File: src/rtl/cpu_muldiv.sv
`timescale 1ns/1ps
`default_nettype none
// ============================================================================
// Module   : cpu_muldiv
// Brief    : Iterative radix-2 multiply / divide unit (MUL, DIV, UDIV, MOD, UMOD)
// Revision : 1.0 - initial release
// ============================================================================
module cpu_muldiv #(
    parameter int WIDTH = 32,
    parameter int IDX_W = 4
) (
    input  logic             clk_i,
    input  logic             rst_i,
    input  logic             flush_i,
    input  logic             start_i,
    input  logic [2:0]       op_i,
    input  logic [WIDTH-1:0] a_i,
    input  logic [WIDTH-1:0] b_i,
    input  logic [IDX_W-1:0] dest_index_i,
    output logic             busy_o,
    output logic             valid_o,
    output logic [WIDTH-1:0] result_o,
    output logic [IDX_W-1:0] dest_index_o,
    output logic             div_by_zero_o,
    output logic             illegal_op_o
);

    localparam logic [2:0] c_OP_MUL  = 3'd0;
    localparam logic [2:0] c_OP_DIV  = 3'd1;
    localparam logic [2:0] c_OP_UDIV = 3'd2;
    localparam logic [2:0] c_OP_MOD  = 3'd3;
    localparam logic [2:0] c_OP_UMOD = 3'd4;

    localparam int                 c_CNT_W = $clog2(WIDTH);
    localparam logic [c_CNT_W-1:0] c_LAST  = c_CNT_W'(WIDTH - 1);

    typedef enum logic [1:0] {
        S_IDLE = 2'd0,
        S_RUN  = 2'd1,
        S_DONE = 2'd2
    } state_t;

    state_t r_state;
    state_t w_state_next;

    logic               r_busy;
    logic               r_valid;
    logic [WIDTH-1:0]   r_result;
    logic [IDX_W-1:0]   r_dest_out;
    logic               r_dbz_out;
    logic               r_ill_out;

    // r_x: multiplicand (shifts left) or divisor magnitude
    // r_y: multiplier (shifts right) or dividend shifting into quotient
    // r_z: product accumulator or partial remainder
    logic [2:0]         r_op;
    logic [WIDTH-1:0]   r_x;
    logic [WIDTH-1:0]   r_y;
    logic [WIDTH-1:0]   r_z;
    logic [c_CNT_W-1:0] r_cnt;
    logic [IDX_W-1:0]   r_dest;
    logic               r_neg_q;
    logic               r_neg_r;
    logic               r_dz;
    logic               r_ill;

    logic               w_accept;
    logic               w_is_div;
    logic               w_is_signed;
    logic               w_a_neg;
    logic               w_b_neg;
    logic [WIDTH-1:0]   w_a_mag;
    logic [WIDTH-1:0]   w_b_mag;
    logic [WIDTH-1:0]   w_mul_sum;
    logic [WIDTH:0]     w_shift;
    logic               w_ge;
    logic [WIDTH-1:0]   w_diff;
    logic [WIDTH-1:0]   w_final;

    assign w_accept    = start_i && !flush_i && (r_state == S_IDLE || r_state == S_DONE);
    assign w_is_signed = (op_i == c_OP_DIV) || (op_i == c_OP_MOD);
    assign w_is_div    = w_is_signed || (op_i == c_OP_UDIV) || (op_i == c_OP_UMOD);
    assign w_a_neg     = w_is_signed && a_i[WIDTH-1];
    assign w_b_neg     = w_is_signed && b_i[WIDTH-1];
    assign w_a_mag     = w_a_neg ? -a_i : a_i;
    assign w_b_mag     = w_b_neg ? -b_i : b_i;

    assign w_mul_sum = r_z + (r_y[0] ? r_x : '0);
    assign w_shift   = {r_z, r_y[WIDTH-1]};
    assign w_ge      = (w_shift >= {1'b0, r_x});
    // When w_ge holds the true difference is below r_x, so WIDTH bits suffice
    assign w_diff    = w_shift[WIDTH-1:0] - r_x;

    always_ff @(posedge clk_i or posedge rst_i) begin
        if (rst_i) begin
            r_state <= S_IDLE;
            r_busy  <= 1'b0;
        end else begin
            r_state <= w_state_next;
            r_busy  <= (w_state_next == S_RUN);
        end
    end

    always_comb begin
        w_state_next = r_state;
        case (r_state)
            S_IDLE: if (w_accept) w_state_next = S_RUN;
            S_RUN: begin
                if (flush_i)               w_state_next = S_IDLE;
                else if (r_cnt == c_LAST)  w_state_next = S_DONE;
            end
            S_DONE:  w_state_next = w_accept ? S_RUN : S_IDLE;
            default: w_state_next = S_IDLE;
        endcase
        if (flush_i) w_state_next = S_IDLE;
    end

    // Sign correction of the magnitude results happens here, during DONE
    always_comb begin
        w_final = '0;
        case (r_op)
            c_OP_MUL:  w_final = r_z;
            c_OP_DIV:  w_final = r_dz ? '1 : (r_neg_q ? -r_y : r_y);
            c_OP_UDIV: w_final = r_dz ? '1 : r_y;
            c_OP_MOD:  w_final = r_neg_r ? -r_z : r_z;
            c_OP_UMOD: w_final = r_z;
            default:   w_final = '0;
        endcase
    end

    always_ff @(posedge clk_i or posedge rst_i) begin
        if (rst_i) begin
            r_op    <= '0;
            r_x     <= '0;
            r_y     <= '0;
            r_z     <= '0;
            r_cnt   <= '0;
            r_dest  <= '0;
            r_neg_q <= 1'b0;
            r_neg_r <= 1'b0;
            r_dz    <= 1'b0;
            r_ill   <= 1'b0;
        end else if (w_accept) begin
            r_op    <= op_i;
            r_x     <= w_is_div ? w_b_mag : a_i;
            r_y     <= w_is_div ? w_a_mag : b_i;
            r_z     <= '0;
            r_cnt   <= '0;
            r_dest  <= dest_index_i;
            r_neg_q <= w_a_neg ^ w_b_neg;
            r_neg_r <= w_a_neg;
            r_dz    <= w_is_div && (b_i == '0);
            r_ill   <= (op_i > c_OP_UMOD);
        end else if (r_state == S_RUN) begin
            r_cnt <= r_cnt + 1'b1;
            if (r_op == c_OP_MUL) begin
                r_z <= w_mul_sum;
                r_x <= {r_x[WIDTH-2:0], 1'b0};
                r_y <= {1'b0, r_y[WIDTH-1:1]};
            end else begin
                r_z <= w_ge ? w_diff : w_shift[WIDTH-1:0];
                r_y <= {r_y[WIDTH-2:0], w_ge};
            end
        end
    end

    always_ff @(posedge clk_i or posedge rst_i) begin
        if (rst_i) begin
            r_valid    <= 1'b0;
            r_result   <= '0;
            r_dest_out <= '0;
            r_dbz_out  <= 1'b0;
            r_ill_out  <= 1'b0;
        end else if (r_state == S_DONE && !flush_i) begin
            r_valid    <= 1'b1;
            r_result   <= w_final;
            r_dest_out <= r_dest;
            r_dbz_out  <= r_dz;
            r_ill_out  <= r_ill;
        end else begin
            r_valid    <= 1'b0;
            r_dbz_out  <= 1'b0;
            r_ill_out  <= 1'b0;
        end
    end

    assign busy_o        = r_busy;
    assign valid_o       = r_valid;
    assign result_o      = r_result;
    assign dest_index_o  = r_dest_out;
    assign div_by_zero_o = r_dbz_out;
    assign illegal_op_o  = r_ill_out;

endmodule
`default_nettype wire
File: config.mk
export PLATFORM = sky130hd
export DESIGN_NAME = cpu_muldiv
export DESIGN_NICKNAME = d
export VERILOG_FILES = /design/src/rtl/cpu_muldiv.sv
export SDC_FILE = /design/constraint.sdc
export NUM_CORES = 1
export LEC_CHECK = 0
export CAP_MARGIN = 25
export CORE_MARGIN = 1
export CORE_UTILIZATION = 30
export CTS_BUF_LIST = sky130_fd_sc_hd__clkbuf_16
export DETAILED_ROUTE_END_ITERATION = 8
export MAX_ROUTING_LAYER = met4
export PLACE_DENSITY = 0.43
export SETUP_SLACK_MARGIN = 0.15
export SLEW_MARGIN = 10
export SYNTH_ARGS = -nofsm -noshare
export SYNTH_HDL_FRONTEND = slang
export SYNTH_SLANG_ARGS = --single-unit
export TNS_END_PERCENT = 20
File: constraint.sdc
create_clock -name clk_i -period 7.68 [get_ports clk_i]
set_input_delay 1.536 -clock clk_i [delete_from_list [all_inputs] [get_ports clk_i]]
set_output_delay 1.536 -clock clk_i [all_outputs]
set_load 0.1 [all_outputs]
After elaboration in Yosys (flattened, before gate mapping). Index checks and enable logic that the tools add are counted.

Flip-flop bits (word level): 154. Input port bits: 75. Logic and storage cells: 87.

Add/sub/neg operators: 7. $lt $le $gt $ge: 2. Equality and inequality tests: 12. Muxes and demuxes: 30. Bitwise operators: 1. Reductions and logical operators: 18.

Operator list (number): 32-bit 2-to-1 mux (19); 32-bit negation (4); 32-bit one-hot mux with 4 select lines (1); 33-bit by 32-bit greater-or-equal comparator with 1-bit output (1); 32-bit adder (1); 32-bit zero test (1); 32-bit subtractor (1); 3-bit by 2-bit == test with 1-bit output, second input constant (4); 5-bit 2-to-1 mux (2); 3-bit by 1-bit == test with 1-bit output, second input constant (2); 3-bit == test, second input constant (2); 1-bit logical AND (6); 2-bit 2-to-1 mux (3); 2-bit one-hot mux with 3 select lines (1); 5-bit by 1-bit adder with 5-bit output, second input constant (1); 5-bit == test, second input constant (1); 2-bit by 1-bit == test with 1-bit output, second input constant (2); 1-bit logical OR (4); 1-bit 2-to-1 mux (4); 2-bit nonzero test (2); 3-bit > comparator, second input constant (1); 3-bit zero test (1); 2-bit == test, second input constant (1); 2-bit zero test (1); other kinds (4) (4).

Longest topological paths before layout. Gate-level depths: netlist (run 1).

Depth in word-level cells: 7. Depth in mapped cells: 15.

Worst setup path before layout (run 1). No wires, ideal clock.

Path kind: input-to-reg. From: input b_i[12]. To: register r_x[29]. Arrival: 3691 ps. Setup slack: 3854 ps. Cell stages on the path: 10. Path through: or4_1 -> nor4_1 -> nand3b_1 -> nand2b_1 -> nand2b_1 -> o41ai_1 -> xor2_1 -> nand2_1 -> o211ai_1 -> o21ai_0.

Cells in the longest elaborated chain, start to end: 4.

RTL lines: start: declaration (line 18) `input logic [WIDTH-1:0] b_i,`; 32-bit negation (line 86) `assign w_b_mag = w_b_neg ? -b_i : b_i;`; 32-bit 2-to-1 mux (line 86); 32-bit 2-to-1 mux (line 145) `r_x <= w_is_div ? w_b_mag : a_i;`; 32-bit 2-to-1 mux (line 143) `end else if (w_accept) begin`; end signal: assignment (line 145); end signal: assignment (line 158) `r_x <= {r_x[WIDTH-2:0], 1'b0};`; end: declaration (line 57) `logic [WIDTH-1:0] r_x;`.

No other way between the ends. A chain may end at the register's enable or synchronous reset.

Worst setup path in the final report (run 1).
From: register r_y[0]. To: register r_z[30].

Cells in the longest elaborated chain, start to end: 5.

RTL lines: start: declaration (line 58) `logic [WIDTH-1:0] r_y;`; start signal: assignment (line 146) `r_y <= w_is_div ? w_a_mag : b_i;`; start signal: assignment (line 159) `r_y <= {1'b0, r_y[WIDTH-1:1]};`; start signal: assignment (line 162) `r_y <= {r_y[WIDTH-2:0], w_ge};`; 32-bit 2-to-1 mux (line 88) `assign w_mul_sum = r_z + (r_y[0] ? r_x : '0);`; 32-bit adder (line 88); 32-bit 2-to-1 mux (line 156) `if (r_op == c_OP_MUL) begin`; 32-bit 2-to-1 mux (line 154) `end else if (r_state == S_RUN) begin`; 32-bit 2-to-1 mux (line 143); end signal: assignment (line 157) `r_z <= w_mul_sum;`; end signal: assignment (line 161) `r_z <= w_ge ? w_diff : w_shift[WIDTH-1:0];`; end: declaration (line 59) `logic [WIDTH-1:0] r_z;`.

No other way between the ends. The select of a mux whose other input is x is not followed.

==> results of run 1 <==
how the worst max path moves through the flow:
stage | from | endpoint | slack [ns] | depth (start not counted)
after floorplan | rst_i | busy_o | 1.99 | 1
after global placement | b_i[12] | r_x[29] | 2.91 | 11
after detailed placement | b_i[10] | r_x[29] | 2.88 | 11
after CTS | b_i[10] | r_x[29] | 3.41 | 11
after global routing | b_i[10] | r_x[29] | 3.10 | 11
final | r_y[0] | r_z[30] | 3.33 | 13
registers in the layout (all words and copies together) (netlist names):
signal,count
div_by_zero_o,1
r_ill,1
r_state,2
r_neg_r,1
r_cnt,5
illegal_op_o,1
r_y,32
result_o,32
busy_o,1
r_op,3
r_dest,4
dest_index_o,4
r_dz,1
r_z,32
r_neg_q,1
valid_o,1
r_x,32
area by class of cell:
type / instances / area [µm²]
Clock inverter: 15 / 198
Fill cell: 5107 / 30900
Sequential cell: 154 / 3850
Timing Repair Buffer: 142 / 1390
Tap cell: 615 / 769
Multi-Input combinational cell: 1622 / 9890
Inverter: 66 / 253
Clock buffer: 17 / 425
routing by layer:
layer / GRT usage / vias to the layer above / share of wire
met5: - / - / 0
met2: 0.353 / 456 / 0.42
li1: - / 7253 / -
met3: 0.0417 / 53 / 0.051
met4: 0.0932 / 0 / 0.031
met1: 0.360 / 7180 / 0.50
stage by stage:
step	power [mW]	instance area, µm²	std cells	setup WS (ns)	util
detailed placement	4.58	16100	2597	2.88	0.338
global placement	4.59	16100	2596	2.91	0.338
finish	5.57	16800	2631	3.33	0.352
global route	5.99	16800	2631	3.10	0.352
CTS	5.56	16700	2629	3.41	0.351
floorplan	3.54	14500	1975	1.99	-
worst min-delay path: stages, from the launching register on:
cell and delay, ns:
dfrtp_1 0.34, nand2_1 0.05, nand2_1 0.05
kinds of logic (layout without fill, tap and decap cells):
| logic type | Yosys count | in the layout | synth area share |
|---|---|---|---|
| AOI/OAI and AO/OA | 741 | 741 | 0.323 |
| xor gates and xnor gates | 132 | 132 | 0.0799 |
| adders and majority gates | 71 | 71 | 0.0624 |
| buffers and inverters | 199 | 240 | 0.0528 |
| DFF | 154 | 154 | 0.266 |
| muxes | 8 | 8 | 0.00553 |
| and+or+nand+nor | 670 | 670 | 0.210 |
power by group:
group | internal, mW | total [mW] | switching, mW
Sequential | 0.990 | 1.40 | 0.411
Combinational | 1.21 | 3.23 | 2.02
Clock | 0.544 | 0.942 | 0.398
Total | 2.74 | 5.57 | 2.83
cell usage after synthesis (all sizes together) (4+ instances only):
master / count
a31oi: 17
o311ai: 12
a221o: 6
nand2: 284
a21oi: 215
ha: 69
and2: 10
nand3: 52
dfrtp: 154
clkbuf: 120
o211ai: 72
or3: 21
mux2i: 8
o41ai: 18
nor2: 166
o22ai: 5
a221oi: 4
a21o: 37
o21bai: 10
inv: 65
nor2b: 11
xor2: 64
nor3: 20
nand4: 15
and3: 17
o21a: 9
or4: 18
nor4: 15
xnor2: 68
or2: 8
a22o: 26
o31ai: 43
o21ai: 208
buf: 13
nand2b: 20
a22oi: 6
a211oi: 17
==> metrics.txt, run 1 <==
final max-slew violation count=0; wirelength, routed=59900 µm; R2R Setup Slk=3.33 ns; clock tree from TritonCTS=yes; Arrival @ worst endpoint=4.73 ns; post-synth top area cell=dfrtp_1; Max Fclk=0.230 GHz; hold buffers post-CTS=0; crit-path most repeated cell=a21oi_1; H-tree levels=4; Worst R2R End=r_z[30]; Routed WL per cell=22.8 µm; Worst Skew=0.0132 ns; FF-to-FF Start=r_y[0]; Buf/Inv on CP=1; Skew-Pair Late Insertion Delay=0.50 ns; largest net degree at the start of global routing=120; critical path cell sequence=inv_1 > nor2_1 > fa_1 > a21o_1 > a21o_1 > a21oi_1 > a21oi_1 > a21oi_1 > o311ai_0 > o22a_1 > a31o_2 > xor2_1 > a221o_1; Rows=80; Main synth FF type=dfrtp_1; Synthesized Nets=2121; most frequent cells in the layout=nand2_1 (282), a21oi_1 (215), o21ai_0 (205); DRT iter0 DRCs=1358; critical path's top delay family=compound AO/OA/AOI/OAI gates; Horiz. Die Dim=222 µm; CP required=8.07 ns; clk buf depth=2; EDFF count, synth=0; relative slew slack=0.320; Starting Density=0.304; DRC errors left=0; WHS Path Cells=2; most common cell after layout, fill and taps aside=nand2_1; Min Clock Period, post-route=4.35 ns; Hold WS=0.471 ns; RSZ-0062 raised after global routing=no; antenna violations before repair=1; final worst-path cycle share=0.566; Total GRT Usage=0.252; post-synth top area share=0.266; core area=47600 µm²; Worst path max stage delay=0.50 ns; # diodes=0; vias=14900; Synth area leaders=dfrtp_1 (27%), a21oi_1 (7.4%), nand2_1 (7.3%), o21ai_0 (7.1%), ha_1 (6.0%); layout cell share with drive strength beyond 1=0.0427; CP Launch Type=flop; sequential area share after synthesis=0.266; vias in the first global route=13800; Synth cell types=76; post-synthesis async set-or-reset flop share=1.00; maximum vdd ir drop=221 µV; Slew @ Worst Pin=1.02 ns; Slowest-stage cell, CP=dfrtp_1; cell count after synthesis=1975; cell count of the worst reg-to-reg path=13; clock sink total=154; Layout area overhead=15.9%; final setup TNS=0 ns; Worst-path clk slew=0.08 ns; Post-DRT Antenna Nets=0; #FFs+latches synth=154; Power Density=332 nW/µm²; Max FO, Critical Path=13; CTS Buf Count=17; fin nets=2149; Die ar.=49100 µm²; Die Y=222 µm; GPL Wtd Cong=0.925; port bufs=114; CP Capture Type=flop; final setup fails=0; YS warnings=0; critical path class=reg -> reg; vias per cell=5.68; Max-Cap Viols=0; Post-CTS Setup Repair Bufs=0; mapped cell area=14500 µm²; hpwl dp=45200 µm; first-pass GRT wire length=90600 µm; grt ovf=0; Resized cells post-CTS=0; LEAKAGE=6.85 nW; drt pass-1 iters=9; final hold vios=0; clk root buf=clkbuf_16; Worst Hold Class=reg -> reg; Ports=115; status=complete, no violations; mean post-synth cell area=7.33 µm²; worst hold path endpoint=dest_index_o[3]; critical hold path startpoint=r_dest[3]
No activity file was read; power rests on OpenSTA's default activity.
==> run 2, diff against run 1 <==
--- a/config.mk
+++ b/config.mk
@@ -11,7 +11,7 @@
 export CTS_BUF_LIST = sky130_fd_sc_hd__clkbuf_16
 export DETAILED_ROUTE_END_ITERATION = 8
 export MAX_ROUTING_LAYER = met4
-export PLACE_DENSITY = 0.43
+export PLACE_DENSITY = 0.44
 export SETUP_SLACK_MARGIN = 0.15
 export SLEW_MARGIN = 10
 export SYNTH_ARGS = -nofsm -noshare
==> constraint.sdc (replaced) <==
create_clock -name clk_i -period 3.7 [get_ports clk_i]
set_input_delay 0.74 -clock clk_i [delete_from_list [all_inputs] [get_ports clk_i]]
set_output_delay 0.74 -clock clk_i [all_outputs]
set_load 0.1 [all_outputs]
==> run 2 against run 1 <==
Against the previous run:
- via count is 5.5% higher
- power is 120% higher
- critical path depth is 2 lower
- largest power group unchanged
- clock skew is 0.00096 ns higher
- largest cell class unchanged
- worst setup slack worse by 3.1 ns
- critical endpoint unchanged
- final cell count is 5.1% higher
- global-route usage is 0.82 points higher
- first-iteration DRC count is 9.8% higher
==> metrics.txt, run 2 (synthesis results as in run 1) <==
status=complete, no violations; Critical Path Stages=11 (-2); largest net degree at the start of global routing=83 (-31%); critical path cell sequence=inv_1 > ha_1 > nand4_1 > nor4b_1 > o31ai_1 > a21oi_1 > or2_4 > and2_1 > mux2i_1 > o2111a_1 > a221o_1; WHS Path Cells=2 (unchanged); antenna violations before repair=0 (-1); final worst-path cycle share=0.933 (+0.367); Post-DRT Antenna Nets=0 (unchanged); Buf/Inv on CP=1 (unchanged); CP Launch Type=flop; hpwl dp=48500 µm (+7.3%); Horiz. Die Dim=222 µm (unchanged); DRC errors left=0 (unchanged); Max Fclk=0.290 GHz (+26%); Die ar.=49100 µm² (unchanged); clk buf depth=2 (unchanged); CP required=4.08 ns (-3.99 ns); Worst-path clk slew=0.07 ns (about the same); Worst Skew=0.0142 ns (+0.000960 ns); clock tree from TritonCTS=yes; final setup TNS=0 ns (unchanged); vias per cell=5.70 (+0.42%); final setup fails=0 (unchanged); DRT iter0 DRCs=1491 (+9.8%); Layout area overhead=23.6%; Fillers=5066 (-0.80%); Arrival @ worst endpoint=3.83 ns (-0.90 ns); Worst path max stage delay=0.68 ns (+0.18 ns); fin nets=2282 (+6.2%); Rows=80 (unchanged); Slew @ Worst Pin=1.02 ns (-0.000377 ns); first-pass GRT wire length=93500 µm (+3.2%); Routed WL per cell=22.4 µm (-1.8%); most common cell after layout, fill and taps aside=nand2_1; drt pass-1 iters=7 (-2); cell count of the worst reg-to-reg path=11 (-2); relative slew slack=0.321 (about the same); final max-slew violation count=0 (unchanged); H-tree levels=4 (unchanged); Power Density=692 nW/µm² (+110%); Total GRT Usage=0.260 (+0.00824); Skew-Pair Late Insertion Delay=0.50 ns (about the same); critical path's top delay family=simple AND/OR/NAND/NOR gates; vias in the first global route=14900 (+7.9%); Slowest-stage cell, CP=nor4b_1; CTS Buf Count=17 (unchanged); Starting Density=0.304 (unchanged); GPL Wtd Cong=0.943 (+1.9%); port bufs=114 (unchanged); Max-Cap Viols=0 (unchanged); hold buffers post-CTS=0 (unchanged); Min Clock Period, post-route=3.45 ns (-0.895 ns); Max FO, Critical Path=12 (-1); Cell Count Post-Placement=2731 (+5.2%); CP Capture Type=flop; core area=47600 µm² (unchanged); most frequent cells in the layout=nand2_1 (281), a21oi_1 (213), o21ai_0 (204); # diodes=0 (unchanged); critical path class=reg -> reg; fin cells=2764 (+5.1%); vias=15800 (+5.5%); Worst Hold Class=reg -> reg; RSZ-0062 raised after global routing=yes; final hold vios=0 (unchanged); clock sink total=154 (unchanged); LEAKAGE=7.52 nW (+9.8%); grt ovf=0 (unchanged); layout cell share with drive strength beyond 1=0.107 (+0.0639); R2R Setup Slk=0.25 ns (-3.09 ns); clk root buf=clkbuf_16; maximum vdd ir drop=404 µV (+83%); Ports=115 (unchanged); Die Y=222 µm (unchanged); wirelength, routed=61800 µm (+3.2%)
## run 2: cell count changes in the layout (fill, tap and decap cells not counted), sizes merged
cell | before | now
buf | 27 | 161
inv | 69 | 72
bufinv | 4 | 2
clkinv | 7 | 5
clkbuf | 18 | 17
clkinvlp | 1 | 2
## run 2: metrics by stage
stage | util | cell area, µm² | power (mW) | setup WS (ns) | hold WS [ns]
after global routing | 0.375 | 17900 | 13.2 | 0.143 | 0.489
after CTS | 0.374 | 17800 | 12.2 | 0.0870 | 0.458
after global placement | 0.361 | 17200 | 10.3 | 0.130 | 0.452
after floorplan | - | 14500 | 7.34 | 0.295 | 0.439
after detailed placement | 0.361 | 17200 | 10.3 | 0.0919 | 0.457
final | 0.375 | 17900 | 12.4 | 0.249 | 0.469
## run 2: path summary, 6_finish.rpt
kind	startpoint	end
worst max-delay path	r_x[11]	r_z[30]
worst min-delay path	r_dest[2]	dest_index_o[2]
min in group asynchronous	rst_i	dest_index_o[0]
max in group asynchronous	rst_i	r_y[3]
worst min register to register	r_dest[2]	dest_index_o[2]
worst max register to register	r_x[11]	r_z[30]
## run 2: area by class of cell
cell class	count	area [µm²]	share of cell area
Inverter	66	251	0.0141
Multi-Input combinational cell	1622	9940	0.556
Timing Repair Buffer	275	2460	0.138
Sequential cell	154	3850	0.215
Clock inverter	15	183	0.0102
Clock buffer	17	425	0.0238
Tap cell	615	769	0.0430
## run 2: report_power, final
part	internal [mW]	switching (mW)	leakage [nW]	total [mW]
sequential	2.06	0.448	1.99	2.51
clock	1.02	0.870	0.299	1.89
combinational	3.10	4.89	5.23	7.99
## run 2: timing repair
item	in CTS	in global routing
hold endpoints to repair	0	0
setup endpoints to repair	3	13
buffers inserted	0	1
pin swaps	0	7
gates resized for setup	1	15
gates cloned	0	0
## run 2: metal layers
metal | global-route usage | vias to the layer above | part of all wire
li1 | - | 7529 | -
met1 | 0.363 | 7541 | 0.48
met2 | 0.375 | 602 | 0.42
met3 | 0.0355 | 91 | 0.065
met4 | 0.109 | 0 | 0.039
met5 | - | - | 0
## run 2: worst min-delay path, cell delays in order, from the launching register on
cell     delay [ns]
dfrtp_1        0.34
nand2_1        0.05
nand2_1        0.05
==> run 3, diff against run 2 <==
--- a/config.mk
+++ b/config.mk
@@ -7,11 +7,11 @@
 export LEC_CHECK = 0
 export CAP_MARGIN = 25
 export CORE_MARGIN = 1
-export CORE_UTILIZATION = 30
+export CORE_UTILIZATION = 31
 export CTS_BUF_LIST = sky130_fd_sc_hd__clkbuf_16
 export DETAILED_ROUTE_END_ITERATION = 8
 export MAX_ROUTING_LAYER = met4
-export PLACE_DENSITY = 0.44
+export PLACE_DENSITY = 0.46
 export SETUP_SLACK_MARGIN = 0.15
 export SLEW_MARGIN = 10
 export SYNTH_ARGS = -nofsm -noshare
==> run 3 against run 2 <==
Against the previous run:
- final cell count decreased by 0.80%
- clock skew increased by 0.0042 ns
- combinational power decreased by 0.6%
- worst setup slack got worse by 0.032 ns
- utilization increased by 1.4 points
- power decreased by 1.9%
- fmax decreased by 0.91%
- non-clock buffer count decreased by 7
- routed wire length decreased by 1.8%
- highest routed layer unchanged
==> metrics.txt, run 3 (synthesis results as in run 1) <==
status=complete, no violations; drt pass-1 iters=5 (-2); LEAKAGE=7.46 nW (-0.77%); CTS Buf Count=17 (unchanged); first-pass GRT wire length=92300 µm (-1.3%); Setup WS pre-CTS=0.138 ns (+0.0465 ns); crit path capture=r_z[31]; final worst-path cycle share=0.941 (+0.00861); final hold vios=0 (unchanged); wirelength, routed=60700 µm (-1.8%); Slew @ Worst Pin=0.993 ns (-0.0225 ns); port bufs=114 (unchanged); core area=45700 µm² (-4.1%); RSZ-0062 raised after global routing=yes; Sw Ratio=0.506 (+0.00503); most frequent cells in the layout=nand2_1 (281), a21oi_1 (210), o21ai_0 (204); clk buf depth=2 (unchanged); largest net degree at the start of global routing=135 (+63%); final max-slew violation count=0 (unchanged); clock tree from TritonCTS=yes; Horiz. Die Dim=218 µm (-1.6%); most common cell after layout, fill and taps aside=nand2_1; grt ovf=0 (unchanged); Fillers=4872 (-3.8%); part of the power in registers=0.205 (+0.002); CP Launch Type=flop; R2R Setup Slk=0.22 ns (-0.03 ns); relative slew slack=0.336 (+0.0150); clock sink total=154 (unchanged); critical path class=reg -> reg; DP Area=17100 µm² (-0.49%); critical path's top delay family=compound AO/OA/AOI/OAI gates; Die Y=218 µm (-1.6%); FF-to-FF Start=r_y[0]; crit-path most repeated cell=o211ai_1; Power Density=684 nW/µm² (-1.3%); H-tree levels=4 (unchanged); Worst-path clk slew=0.07 ns (about the same); clock share of power=0.141 (-0.011); Max Fclk=0.287 GHz (-0.91%); Critical Path Stages=14 (+3); hold buffers post-CTS=0 (unchanged); worst setup path start=r_y[0]; Total GRT Usage=0.266 (+0.00541); Buf/Inv on CP=2 (+1); DRT iter0 DRCs=1476 (-1.0%); CP required=4.07 ns (about the same); critical path cell sequence=inv_4 > buf_12 > nor2_1 > ha_1 > o211ai_1 > o211ai_1 > nand4b_1 > a211oi_1 > o21ai_1 > a21oi_2 > or4_1 > and3_1 > o21ai_0 > a22o_1; # diodes=0 (unchanged); Skew-Pair Late Insertion Delay=0.49 ns (about the same); Post-DRT Antenna Nets=0 (unchanged); Slowest-stage cell, CP=dfrtp_1; Max-Cap Viols=0 (unchanged); vias per cell=5.69 (-0.16%); Max FO, Critical Path=14 (+2); layout cell share with drive strength beyond 1=0.104 (-0.00245); Starting Density=0.317 (+0.0131); Rows=78 (-2.5%); hpwl dp=47400 µm (-2.3%); antenna violations before repair=0 (unchanged); Worst Hold Class=reg -> reg; Arrival @ worst endpoint=3.86 ns (+0.03 ns); final worst setup slack=0.218 ns (-0.0318 ns); Die ar.=47600 µm² (-3.2%); cell count of the worst reg-to-reg path=14 (+3); GPL Wtd Cong=0.958 (+1.6%); vias in the first global route=14700 (-1.4%); Worst path max stage delay=0.43 ns (-0.25 ns); Ports=115 (unchanged); Worst Skew=0.0184 ns (+0.00424 ns); CP Capture Type=flop; Internal=6.00 mW (-2.9%); maximum vdd ir drop=395 µV (-2.2%); fin nets=2275 (-0.31%); post-route design area=17800 µm² (-0.62%); final setup fails=0 (unchanged); Routed WL per cell=22.1 µm (-1.0%); P_sw=6.15 mW (-0.88%); final setup TNS=0 ns (unchanged); Worst R2R End=r_z[31]; clk root buf=clkbuf_16; Gate power share=0.653 (+0.008); DRC errors left=0 (unchanged); vias=15600 (-0.95%); Layout area overhead=22.8%; Min Clock Period, post-route=3.48 ns (+0.0318 ns)
==> run 3: changes by cell type in the layout (fill, tap and decap cells not counted), sizes merged <==
cell / change
inv: -1
clkinv: +1
bufinv: -2
clkinvlp: +2
buf: -8
clkbuf: +1
==> run 3: how the worst min path moves through the flow <==
stage | slack (ns) | end | cells after the start | start
2_1_floorplan | 0.44 | dest_index_o[0] | 2 | r_dest[0]
3_3_place_gp | 0.45 | dest_index_o[0] | 2 | r_dest[0]
3_5_place_dp | 0.46 | dest_index_o[0] | 2 | r_dest[0]
4_1_cts | 0.47 | dest_index_o[0] | 2 | r_dest[0]
5_1_grt | 0.49 | r_dest[3] | 2 | r_dest[3]
6_report | 0.47 | dest_index_o[1] | 2 | r_dest[1]
==> run 3: power groups by stage <==
stage / clock network [mW] / logic (mW) / registers, mW
after floorplan: 0 / 4.87 / 2.47
after global placement: 0 / 7.64 / 2.51
after detailed placement: 0 / 7.65 / 2.51
after CTS: 1.77 / 7.69 / 2.48
after global routing: 1.84 / 8.65 / 2.55
final: 1.72 / 7.94 / 2.50
==> run 3: layout make-up <==
class | count | area, µm² | area share
clock buffer | 17 | 425 | 0.0239
clock inverter | 15 | 119 | 0.00669
inverter | 66 | 254 | 0.0143
multi-input combinational | 1622 | 9960 | 0.560
sequential | 154 | 3850 | 0.217
tap | 600 | 751 | 0.0422
timing repair buffer | 268 | 2410 | 0.136
==> run 3: repair_timing <==
| action | 4_1_cts | 5_1_grt |
|---|---|---|
| gates resized for setup | 1 | 19 |
| setup endpoints to repair | 2 | 22 |
| pin swaps | 0 | 6 |
| setup buffers | 0 | 0 |
| cloned | 0 | 1 |
==> run 3: worst reg2reg max path, delay by kind of cell, from the launching register on <==
kind | cells | cell delay (ns)
compound gates | 7 | 1.69
simple gates | 4 | 0.60
flops | 1 | 0.43
fa+ha+maj | 1 | 0.36
buf+inv | 2 | 0.30
==> run 3: per-layer routing <==
metal / wire length (µm) / share of wire / up-vias / GRT usage
met5: 0 / 0 / - / -
met1: 29600 / 0.49 / 7525 / 0.382
met4: 1700 / 0.028 / 0 / 0.0886
li1: - / - / 7503 / -
met2: 25800 / 0.43 / 526 / 0.378
met3: 3570 / 0.059 / 59 / 0.0364
==> run 3: per-stage QoR <==
step | hold slack, ns | cells | utilization | total power [mW]
final | 0.469 | 2742 | 0.389 | 12.2
after global routing | 0.494 | 2742 | 0.389 | 13.0
after CTS | 0.474 | 2741 | 0.387 | 11.9
after detailed placement | 0.457 | 2709 | 0.375 | 10.2
after global placement | 0.449 | 2709 | 0.375 | 10.2
after floorplan | 0.439 | 1975 | - | 7.34
